[config.mk]
export PLATFORM = sky130hd
export DESIGN_NAME = timing_viol_monitor
export DESIGN_NICKNAME = d
export VERILOG_FILES = /design/src/rtl/timing_viol_pkg.sv /design/src/rtl/timing_viol_log_fifo.sv /design/src/rtl/timing_viol_monitor.sv
export SDC_FILE = /design/constraint.sdc
export NUM_CORES = 2
export LEC_CHECK = 0
export ABC_AREA = 0
export ABC_CLOCK_PERIOD_IN_PS = 9150
export CAP_MARGIN = 20
export CORE_ASPECT_RATIO = 1.2
export CORE_UTILIZATION = 39
export CTS_CLUSTER_DIAMETER = 30
export DETAILED_ROUTE_END_ITERATION = 12
export MAX_ROUTING_LAYER = met4
export PLACE_DENSITY_LB_ADDON = 0.12
export SLEW_MARGIN = 5
export SYNTH_ARGS = -nofsm -noshare
export SYNTH_HDL_FRONTEND = slang
export SYNTH_SLANG_ARGS = --single-unit
[constraint.sdc]
create_clock -name clk -period 9.15 [get_ports clk]
set_clock_uncertainty 0.2 [all_clocks]
set_input_delay 1.83 -clock clk [delete_from_list [all_inputs] [get_ports clk]]
set_output_delay 1.83 -clock clk [all_outputs]
set_load 0.05 [all_outputs]
[src/rtl/timing_viol_pkg.sv]
// Shared types and arithmetic helpers for the timing-violation monitor.
package timing_viol_pkg;

  localparam int unsigned DEF_N_CH = 8;
  localparam int unsigned DEF_TS_W = 32;
  localparam int unsigned MAX_CH   = 32;

  typedef struct packed {
    logic [DEF_TS_W-1:0] ts;
    logic [DEF_N_CH-1:0] vec;
  } log_entry_t;

  // Wide enough for any counter width plus any increment, then clamped.
  function automatic logic [63:0] sat_add(input logic [63:0] a,
                                          input logic [63:0] b,
                                          input logic [63:0] max_v);
    logic [63:0] sum;
    sum = a + b;
    if (sum > max_v) begin
      sat_add = max_v;
    end else begin
      sat_add = sum;
    end
  endfunction

  function automatic logic [5:0] popcount(input logic [MAX_CH-1:0] v);
    logic [5:0] c;
    c = 6'd0;
    for (int i = 0; i < MAX_CH; i++) begin
      c = c + {5'd0, v[i]};
    end
    return c;
  endfunction

endpackage

[src/rtl/timing_viol_log_fifo.sv]
// Synchronous event-log FIFO with flush; a push into a full FIFO only lands if a pop frees a slot.
module timing_viol_log_fifo
  import timing_viol_pkg::*;
#(
  parameter int unsigned DEPTH = 16,
  parameter int unsigned W     = 40
) (
  input  logic                       clk,
  input  logic                       rst,
  input  logic                       flush_i,
  input  logic                       push_i,
  input  logic [W-1:0]               din_i,
  input  logic                       pop_i,
  output logic [W-1:0]               dout_o,
  output logic                       full_o,
  output logic                       empty_o,
  output logic [$clog2(DEPTH):0]     level_o
);

  localparam int unsigned AW = $clog2(DEPTH);
  localparam int unsigned LW = AW + 1;

  logic [W-1:0]  mem_q [DEPTH];
  logic [W-1:0]  mem_d [DEPTH];
  logic [AW-1:0] wr_q, wr_d, rd_q, rd_d;
  logic [LW-1:0] lvl_q, lvl_d;
  logic          do_push_s, do_pop_s;

  assign empty_o = (lvl_q == {LW{1'b0}});
  assign full_o  = (lvl_q == LW'(DEPTH));
  assign level_o = lvl_q;
  assign dout_o  = mem_q[rd_q];

  // Pointer, occupancy and storage next-state.
  always_comb begin
    do_pop_s  = pop_i & ~empty_o;
    do_push_s = push_i & (~full_o | do_pop_s);
    mem_d     = mem_q;
    wr_d      = wr_q;
    rd_d      = rd_q;
    lvl_d     = lvl_q;
    if (flush_i) begin
      wr_d  = {AW{1'b0}};
      rd_d  = {AW{1'b0}};
      lvl_d = {LW{1'b0}};
    end else begin
      if (do_push_s) begin
        mem_d[wr_q] = din_i;
        wr_d        = wr_q + AW'(1'b1);
      end else begin
        wr_d = wr_q;
      end
      if (do_pop_s) begin
        rd_d = rd_q + AW'(1'b1);
      end else begin
        rd_d = rd_q;
      end
      case ({do_push_s, do_pop_s})
        2'b10:   lvl_d = lvl_q + LW'(1'b1);
        2'b01:   lvl_d = lvl_q - LW'(1'b1);
        default: lvl_d = lvl_q;
      endcase
    end
  end

  // FIFO state registers.
  always_ff @(posedge clk) begin
    if (rst) begin
      for (int i = 0; i < int'(DEPTH); i++) begin
        mem_q[i] <= {W{1'b0}};
      end
      wr_q  <= {AW{1'b0}};
      rd_q  <= {AW{1'b0}};
      lvl_q <= {LW{1'b0}};
    end else begin
      mem_q <= mem_d;
      wr_q  <= wr_d;
      rd_q  <= rd_d;
      lvl_q <= lvl_d;
    end
  end

endmodule

[src/rtl/timing_viol_monitor.sv]
// Aggregates per-channel timing violations into saturating counters, a sticky irq and a timestamped log.
// Optional per-channel threshold detection is enabled with TIMING_VIOL_THRESH_EN.
module timing_viol_monitor
  import timing_viol_pkg::*;
#(
  parameter int unsigned N_CH      = 8,
  parameter int unsigned CNT_W     = 16,
  parameter int unsigned LOG_DEPTH = 16,
  parameter int unsigned TS_W      = 32
) (
  input  logic                           clk,
  input  logic                           rst,
  input  logic [N_CH-1:0]                viol_flags_i,
  input  logic [N_CH-1:0]                viol_mask_i,
  input  logic                           clr_i,
  output logic [N_CH*CNT_W-1:0]          cnt_o,
  output logic [CNT_W-1:0]               total_o,
  output logic [N_CH-1:0]                sat_o,
  output logic                           irq_o,
  output logic                           log_valid_o,
  input  logic                           log_ready_i,
  output logic [TS_W-1:0]                log_ts_o,
  output logic [N_CH-1:0]                log_vec_o,
  output logic                           log_ovf_o,
  output logic [$clog2(LOG_DEPTH):0]     log_level_o
`ifdef TIMING_VIOL_THRESH_EN
  ,
  input  logic [CNT_W-1:0]               thresh_i,
  output logic [N_CH-1:0]                thresh_hit_o
`endif
);

  localparam logic [63:0] CNT_MAX = (64'd1 << CNT_W) - 64'd1;

  logic [N_CH-1:0]            prev_q, prev_d;
  logic [TS_W-1:0]            ts_q, ts_d;
  logic [N_CH-1:0][CNT_W-1:0] cnt_q, cnt_d;
  logic [CNT_W-1:0]           total_q, total_d;
  logic [N_CH-1:0]            sat_q, sat_d;
  logic                       irq_q, irq_d;
  logic                       ovf_q, ovf_d;
  logic [N_CH-1:0]            ev_s;
  logic                       push_s, pop_s, full_s, empty_s;
  logic [63:0]                sum_s;
  logic [63:0]                tot_sum_s;
`ifdef TIMING_VIOL_THRESH_EN
  logic [N_CH-1:0]            hit_q, hit_d;
  assign thresh_hit_o = hit_q;
`endif

  assign cnt_o       = cnt_q;
  assign total_o     = total_q;
  assign sat_o       = sat_q;
  assign irq_o       = irq_q;
  assign log_ovf_o   = ovf_q;
  assign log_valid_o = ~empty_s;
  assign pop_s       = log_valid_o & log_ready_i;

  // Edge detection, counters, sticky flags; clear wins over a coincident event.
  always_comb begin
    ev_s      = viol_flags_i & ~prev_q & ~viol_mask_i;
    push_s    = (|ev_s) & ~clr_i;
    prev_d    = viol_flags_i;
    ts_d      = ts_q + TS_W'(1'b1);
    cnt_d     = cnt_q;
    total_d   = total_q;
    sat_d     = sat_q;
    irq_d     = irq_q;
    ovf_d     = ovf_q;
    sum_s     = 64'd0;
    tot_sum_s = 64'd0;
`ifdef TIMING_VIOL_THRESH_EN
    hit_d     = hit_q;
`endif
    if (clr_i) begin
      cnt_d   = '0;
      total_d = {CNT_W{1'b0}};
      sat_d   = {N_CH{1'b0}};
      irq_d   = 1'b0;
      ovf_d   = 1'b0;
`ifdef TIMING_VIOL_THRESH_EN
      hit_d   = {N_CH{1'b0}};
`endif
    end else begin
      for (int i = 0; i < int'(N_CH); i++) begin
        sum_s    = sat_add(64'(cnt_q[i]), 64'(ev_s[i]), CNT_MAX);
        cnt_d[i] = sum_s[CNT_W-1:0];
        sat_d[i] = sat_q[i] | (cnt_d[i] == CNT_MAX[CNT_W-1:0]);
`ifdef TIMING_VIOL_THRESH_EN
        hit_d[i] = hit_q[i] | ((thresh_i != {CNT_W{1'b0}}) && (cnt_q[i] >= thresh_i));
`endif
      end
      tot_sum_s = sat_add(64'(total_q), 64'(popcount(MAX_CH'(ev_s))), CNT_MAX);
      total_d   = tot_sum_s[CNT_W-1:0];
      ovf_d     = ovf_q | (push_s & full_s & ~pop_s);
`ifdef TIMING_VIOL_THRESH_EN
      irq_d     = irq_q | (|ev_s) | (|(hit_d & ~hit_q));
`else
      irq_d     = irq_q | (|ev_s);
`endif
    end
  end

  // State registers.
  always_ff @(posedge clk) begin
    if (rst) begin
      prev_q  <= {N_CH{1'b0}};
      ts_q    <= {TS_W{1'b0}};
      cnt_q   <= '0;
      total_q <= {CNT_W{1'b0}};
      sat_q   <= {N_CH{1'b0}};
      irq_q   <= 1'b0;
      ovf_q   <= 1'b0;
`ifdef TIMING_VIOL_THRESH_EN
      hit_q   <= {N_CH{1'b0}};
`endif
    end else begin
      prev_q  <= prev_d;
      ts_q    <= ts_d;
      cnt_q   <= cnt_d;
      total_q <= total_d;
      sat_q   <= sat_d;
      irq_q   <= irq_d;
      ovf_q   <= ovf_d;
`ifdef TIMING_VIOL_THRESH_EN
      hit_q   <= hit_d;
`endif
    end
  end

  timing_viol_log_fifo #(
    .DEPTH (LOG_DEPTH),
    .W     (TS_W + N_CH)
  ) u_log (
    .clk     (clk),
    .rst     (rst),
    .flush_i (clr_i),
    .push_i  (push_s),
    .din_i   ({ts_q, ev_s}),
    .pop_i   (pop_s),
    .dout_o  ({log_ts_o, log_vec_o}),
    .full_o  (full_s),
    .empty_o (empty_s),
    .level_o (log_level_o)
  );

endmodule
== Word level (Yosys, flattened, before mapping) ==
Cells that the tools add are included.
W data, S select, Z words.

* Eq/ne operators: 11
* Bitwise gates (word level): 27
* Reduce and logical (&&, ||, !) cells: 6
* $lt $le $gt $ge: 12
* Multiplexer cells: 24
* Add/sub/neg operators: 21

{| class="wikitable"
|+ Operator list
! kind !! count
|-
| $bwmux W640 || 1
|-
| $mux W16 || 17
|-
| $bmux W40 S4 || 1
|-
| $demux W40 S4 || 1
|-
| $gt A17 B16 Y1 const B || 9
|-
| $add A16 B1 Y17 || 8
|-
| $eq A16 B16 Y1 const B || 8
|-
| $mux W40 || 3
|-
| $add A32 B1 Y32 const B || 1
|-
| $add A16 B6 Y17 || 1
|-
| $and A8 B8 Y8 || 2
|-
| $not A8 Y8 || 2
|-
| $add A6 B1 Y6 || 2
|-
| $or A1 B1 Y1 || 11
|-
| $ge A5 B5 Y1 const B || 2
|-
| $not A4 Y5 || 2
|-
| $pmux W5 S2 || 1
|-
| $add A4 B1 Y4 const B || 2
|-
| $reduce_or A8 Y1 || 1
|-
| $add A5 B1 Y6 || 1
|-
| $and A1 B1 Y1 || 6
|-
| $add A4 B1 Y5 || 1
|-
| $add A5 B1 Y5 const B || 1
|-
| $eq A5 B5 Y1 const B || 1
|-
| other kinds (13) || 16
|}

* Input bits: 20
* Register bits: 847
* Output and inout port bits: 200

== Depth between registers and ports, before layout ==
* Depth after elaboration: 13
* Depth in mapped cells: 15

== Hierarchy ==
From an unflattened synthesis, not the netlist that was laid out.

* Cell total of the unflattened synthesis: 4,485
* Area total of the unflattened synthesis: 37,661.1 µm²

{| class="wikitable"
|+ Modules (own cells, without submodules)
! module !! times used !! cells an instance !! area each (µm²) !! seq. area each (µm²)
|-
| timing_viol_log_fifo || 1 || 3,312 || 27,851.7 || 13,072.5
|-
| timing_viol_monitor || 1 || 1,173 || 9,809.4 || 3,883.7
|}

== Worst setup path before layout ==
Ideal clock, no wire load.

* Path type: input to register
* Start point: in viol_mask_i[0]
* End point: reg total_q[10], in the netlist total_o[10]
* Data required time: 8.818 ns
* Stages: 14
* Library setup time: 0.132 ns
* Data arrival time: 5.781 ns
* Path slack: 3.037 ns
* Cell sequence: nor3b_2 -> clkbuf_1 -> fa_1 -> inv_1 -> fa_1 -> fa_1 -> fa_1 -> fa_1 -> nand2b_1 -> a21boi_0 -> o21a_1 -> and3_1 -> xnor2_1 -> a21oi_1

* Longest elaborated chain between the ends: 12

{| class="wikitable"
|+ RTL lines
! what !! line !! RTL
|-
| from (decl) || timing_viol_monitor.sv:14 || <nowiki>input logic [N_CH-1:0] viol_mask_i,</nowiki>
|-
| $not A8 Y8 * || timing_viol_monitor.sv:61 || <nowiki>ev_s = viol_flags_i & ~prev_q & ~viol_mask_i;</nowiki>
|-
| $and A8 B8 Y8 * || timing_viol_monitor.sv:61 ||
|-
| via ev_s[0] || timing_viol_monitor.sv:42 || <nowiki>logic [N_CH-1:0] ev_s;</nowiki>
|-
| $add A1 B1 Y2 * || timing_viol_pkg.sv:30 || <nowiki>c = c + {5'd0, v[i]};</nowiki>
|-
| $add A2 B1 Y3 * || timing_viol_pkg.sv:30 ||
|-
| $add A3 B1 Y4 * || timing_viol_pkg.sv:30 ||
|-
| $add A4 B1 Y5 * || timing_viol_pkg.sv:30 ||
|-
| $add A5 B1 Y6 * || timing_viol_pkg.sv:30 ||
|-
| $add A6 B1 Y6 * (2 in series) || timing_viol_pkg.sv:30 ||
|-
| $add A16 B6 Y17 * || timing_viol_pkg.sv:18 || <nowiki>sum = a + b;</nowiki>
|-
| $gt A17 B16 Y1 || timing_viol_pkg.sv:19 || <nowiki>if (sum > max_v) begin</nowiki>
|-
| $mux W16 * || timing_viol_pkg.sv:19 ||
|-
| to (signal assigned) || timing_viol_monitor.sv:110 || <nowiki>total_q <= {CNT_W{1'b0}};</nowiki>
|-
| to (signal assigned) || timing_viol_monitor.sv:121 || <nowiki>total_q <= total_d;</nowiki>
|-
| to (decl) || timing_viol_monitor.sv:38 || <nowiki>logic [CNT_W-1:0] total_q, total_d;</nowiki>
|}

The timed path passes the listed nets; every way through them passes the cells marked *.
A chain may end at the register's enable or synchronous reset.

== Final worst setup path ==
* Start point: reg u_log.rd_q[1]
* End point: out log_ts_o[31]

* Longest elaborated chain between the ends: 4

{| class="wikitable"
|+ RTL lines
! what !! line !! RTL
|-
| from (decl) || timing_viol_log_fifo.sv:25 || <nowiki>logic [AW-1:0] wr_q, wr_d, rd_q, rd_d;</nowiki>
|-
| from (signal assigned) || timing_viol_log_fifo.sv:73 || <nowiki>rd_q <= {AW{1'b0}};</nowiki>
|-
| from (signal assigned) || timing_viol_log_fifo.sv:78 || <nowiki>rd_q <= rd_d;</nowiki>
|-
| $not A4 Y5 (implied by the code) || timing_viol_log_fifo.sv:32 || <nowiki>assign dout_o = mem_q[rd_q];</nowiki>
|-
| $bmux W40 S4 || timing_viol_log_fifo.sv:32 ||
|-
| $mux W40 (implied by the code) (2 in series) || timing_viol_log_fifo.sv:32 ||
|-
| to (decl) || timing_viol_monitor.sv:22 || <nowiki>output logic [TS_W-1:0] log_ts_o,</nowiki>
|}

Every way passes these cells. The select of a mux whose other input is x is not followed.

==> flow_metrics.py <==
metrics = {
    "layout": {
        "final_cell_count_no_fill": 5857,
        "number_of_nets_in_the_finished_design": 4487,
        "final_layout_size_suffix_gt1_frac": 0.1389,
        "antenna-diode-count": 0,
        "flow.area_growth_from_synthesis_pct": 22.92,
        "final_util": 0.4842,
    },
    "floorplan": {
        "top_level_ports": 220,
        "die_y_um": 344.8,
        "placementRows": 125,
        "design.die.area_mm2": 0.09920,
        "core_region_area_mm2": 0.09697,
        "die_width_um": 287.7,
        "initial_core_util": 0.3939,
    },
    "global_route": {
        "globalRouteOverflowTotal": 0,
        "grt_start_max_net_pins": 224,
        "track_usage": 0.2601,
        "grt_antenna_before_repair": 0,
        "grt_first_pass_wirelength_mm": 190.1,
        "first_global_vias": 30540,
    },
    "worst_hold_path": {
        "holdPathStages": 2,
        "holdCritStartpoint": "u_log.mem_q[21]",
        "timing.hold.worst_endpoint": "u_log.mem_q[21]",
        "worstHoldPathType": "flop to flop",
    },
    "clocking": {
        "hold_buffers": 0,
        "number_of_buffers_inserted_to_repair_setup_after_cts": 0,
        "cts_made_buffers": 182,
        "cts_root_buffer": "clkbuf_16",
        "clk_latency_ps": 760,
        "tritoncts": "yes",
        "clock-sinks": 847,
        "clock_tree.htree_level_count": 4,
        "cts_max_path_buffers": 3,
        "postCtsResizedCells": 0,
        "cts.reportedPaths.clkPinSlew_ps": 50,
    },
    "synth": {
        "synth_fp_nets": 4447,
        "synthArstFlopShare": 0,
        "synth.yosys.warnings": 0,
        "netlist.area_leader.share": 0.4439,
        "ys_dominant_reg_cell": "dfxtp_1",
        "yosysSeqAreaShare": 0.4439,
        "syn_inst": 4389,
        "ys_types": 81,
        "ys_seq_elements": 847,
        "top_area_cells_in_the_synthesized_netlist": "dfxtp_1 44%, nand2_1 14%, mux4_2 12%",
        "syn-mean-instance-area_um2": 8.703,
        "cell_taking_the_most_area_after_synthesis": "dfxtp_1",
        "synthesized_area_mm2": 0.03820,
        "synth_edf_count": 0,
    },
    "placed_design": {
        "hpwlAfterDp_mm": 65.64,
        "io_buffer_count": 219,
        "place_inst": 5514,
        "place.gp.congestion": 0.7910,
    },
    "critical_path": {
        "slowest_cell_on_crit_path": "buf_4",
        "regToRegEndpoint": "total_o[13]",
        "setup.worst_path.class": "flop to output port",
        "timing.critical_path.from_type": "flop",
        "worstPathCellList": "buf_4, mux4_2, mux4_2, clkdlybuf4s50_1",
        "timing.critical_path.slowest_cell_delay_ps": 960,
        "worst-endpoint-required_ps": 7120,
        "worst_r2r_path_depth": 15,
        "r2r-start": "prev_q[2]",
        "path_common_cell": "mux4_2",
        "critical_path_arrival_ps": 4400,
        "endpoint_kind": "output port",
        "timing.reg2reg.setup_slack_ps": 4500,
        "critical_path.max_fanout": 64,
    },
    "sta": {
        "report.final.slew_viol_count": 0,
        "timing_worst_slew_pin_value_ps": 1208,
        "final_min_period_over_clock_period": 0.7031,
        "max_slew_margin": 0.1945,
        "setup_repair_after_global_routing_missed_its_margin": "false",
        "fin_hold_viols": 0,
        "setup_total_negative_slack_ps": 0,
        "report.final.setup_viol": 0,
        "max_clock_freq_ghz": 0.1554,
        "period_needed_ps": 6434,
    },
    "power": {
        "power.static_leakage_nw": 15.24,
        "netSwitchingPower_mw": 2.474,
        "comb_power_share": 0.025,
        "vdd.ir_drop.worst_v": 0.0001949,
        "cellInternalPower_mw": 8.549,
        "clock_power_share": 0.637,
        "p_total_mw": 11.02,
        "power.density_cell_area_mw_per_mm2": 234.8,
        "power.sequential.fraction": 0.338,
        "power_switching_share": 0.2245,
    },
    "detailed_routing": {
        "detailedRoute.firstIterationViolations": 2752,
        "first_pass_iters": 9,
        "route.detailed.drc": 10,
        "viasPerCell": 5.398,
        "totalWireLength_mm": 126.4,
        "remaining_antenna_violation_count": 0,
        "num_vias": 31620,
        "post_drt_wl_per_cell_um": 21.59,
    },
    "flow_run": {
        "max_cap_viol_count": 0,
    },
    "run_status": {
        "outcome": "finished with violations",
        "violations_in_the_final_reports": "DRC",
    },
}
[layout make-up]
| type | count | area, µm² |
|---|---|---|
| fillers | 9200 | 50020 |
| multi-input cells | 3089 | 19020 |
| flip-flops and latches | 847 | 16970 |
| clock buffers | 227 | 5079 |
| repair buffers | 260 | 2530 |
| well taps | 1270 | 1589 |
| clock inverters | 115 | 1583 |
| inverters | 49 | 183.9 |
[Yosys cell counts, drive strengths merged (16+ instances only)]
master and instances:
a21oi 777, dfxtp 847, nor2 108, inv 49
and4 17, clkbuf 207, ha 32, xor2 69
nand4 43, buf 197, mux4 200, o21ai 24
nor3 39, xnor2 57, nor2b 16, and3 54
a31oi 20, nand2b 19, nand2 1376, nand3 73
[metal layers]
metal	up-vias	share of wire	wire [µm]	GRT usage
li1	15090	-	-	-
met1	15300	0.43	53920	0.3276
met2	1005	0.48	60980	0.4192
met3	216	0.070	8893	0.05376
met4	0	0.021	2645	0.07705
met5	-	0	0	-
[flip-flops by register name, summed over array words and instances (netlist names)]
register and flops:
u_log.mem_q 640, cnt_o 128, ts_q 32, total_o 16
prev_q 8, sat_o 8, u_log.level_o 5, u_log.rd_q 4
u_log.wr_q 4, irq_o 1, log_ovf_o 1
[cells by family (layout without fill, tap and decap cells)]
logic type	after synthesis	in the layout	synth area share
flip-flops	847	847	0.4439
XOR/XNOR	126	126	0.02889
buffers and inverters	453	651	0.06011
AO/OA/AOI/OAI	895	895	0.1248
adder cells (fa/ha/maj)	38	38	0.01363
AND/OR/NAND/NOR	1818	1818	0.2075
multiplexers	212	212	0.1211
[power groups by stage]
stage / registers, mW / clock network, mW / logic, mW
3_3_place_gp: 3.80 / 0 / 0.280
3_5_place_dp: 3.80 / 0 / 0.280
4_1_cts: 3.73 / 7.11 / 0.281
5_1_grt: 3.72 / 7.32 / 0.297
2_1_floorplan: 3.80 / 0 / 0.176
6_report: 3.73 / 7.02 / 0.278
[layout by cell type (no fill, tap or decap), types with 13 or more instances in the layout]
cell type and count:
clkdlybuf4s50_1 218, clkbuf_8 27, buf_4 39, a21oi_1 768
clkinv_2 35, clkinv_4 13, xnor2_1 57, nor2b_1 16
clkbuf_1 14, clkbuf_16 186, nor3_1 39, dfxtp_1 843
inv_1 49, xor2_1 69, ha_1 32, nand3_4 16
o21ai_0 22, and4_1 17, nand2b_1 19, nand4_1 41
nand3_1 56, clkinvlp_4 16, and3_2 16, bufinv_16 29
nor2_1 108, nand2_1 1376, a31oi_1 20, mux4_2 200
and3_1 38
[worst max-delay path by stage]
stage | start | endpoint | slack [ps] | cells after the start
6_report | u_log.rd_q[1] | log_ts_o[31] | 2720 | 4
5_1_grt | u_log.rd_q[0] | log_vec_o[7] | 2510 | 4
4_1_cts | u_log.rd_q[0] | log_vec_o[7] | 2600 | 4
3_5_place_dp | viol_flags_i[2] | total_o[13] | 2270 | 15
3_3_place_gp | viol_flags_i[2] | total_o[13] | 2280 | 15
2_1_floorplan | viol_mask_i[0] | total_o[10] | 3040 | 14
[per-stage QoR]
step	instance area (µm²)	hold slack [ps]	worst slack, ps
after floorplan	38200	233.1	3037
after global placement	40280	238.0	2279
after detailed placement	40280	238.0	2275
after CTS	46940	250.0	2598
after global routing	46950	261.0	2505
final	46950	248.8	2717
[critical path, delay by kind of cell, from the launching register on]
kind,cells,cell delay [ps]
buffers and inverters,2,1680
muxes,2,1080
DFF,1,840
No activity file was read; power rests on OpenSTA's default activity.
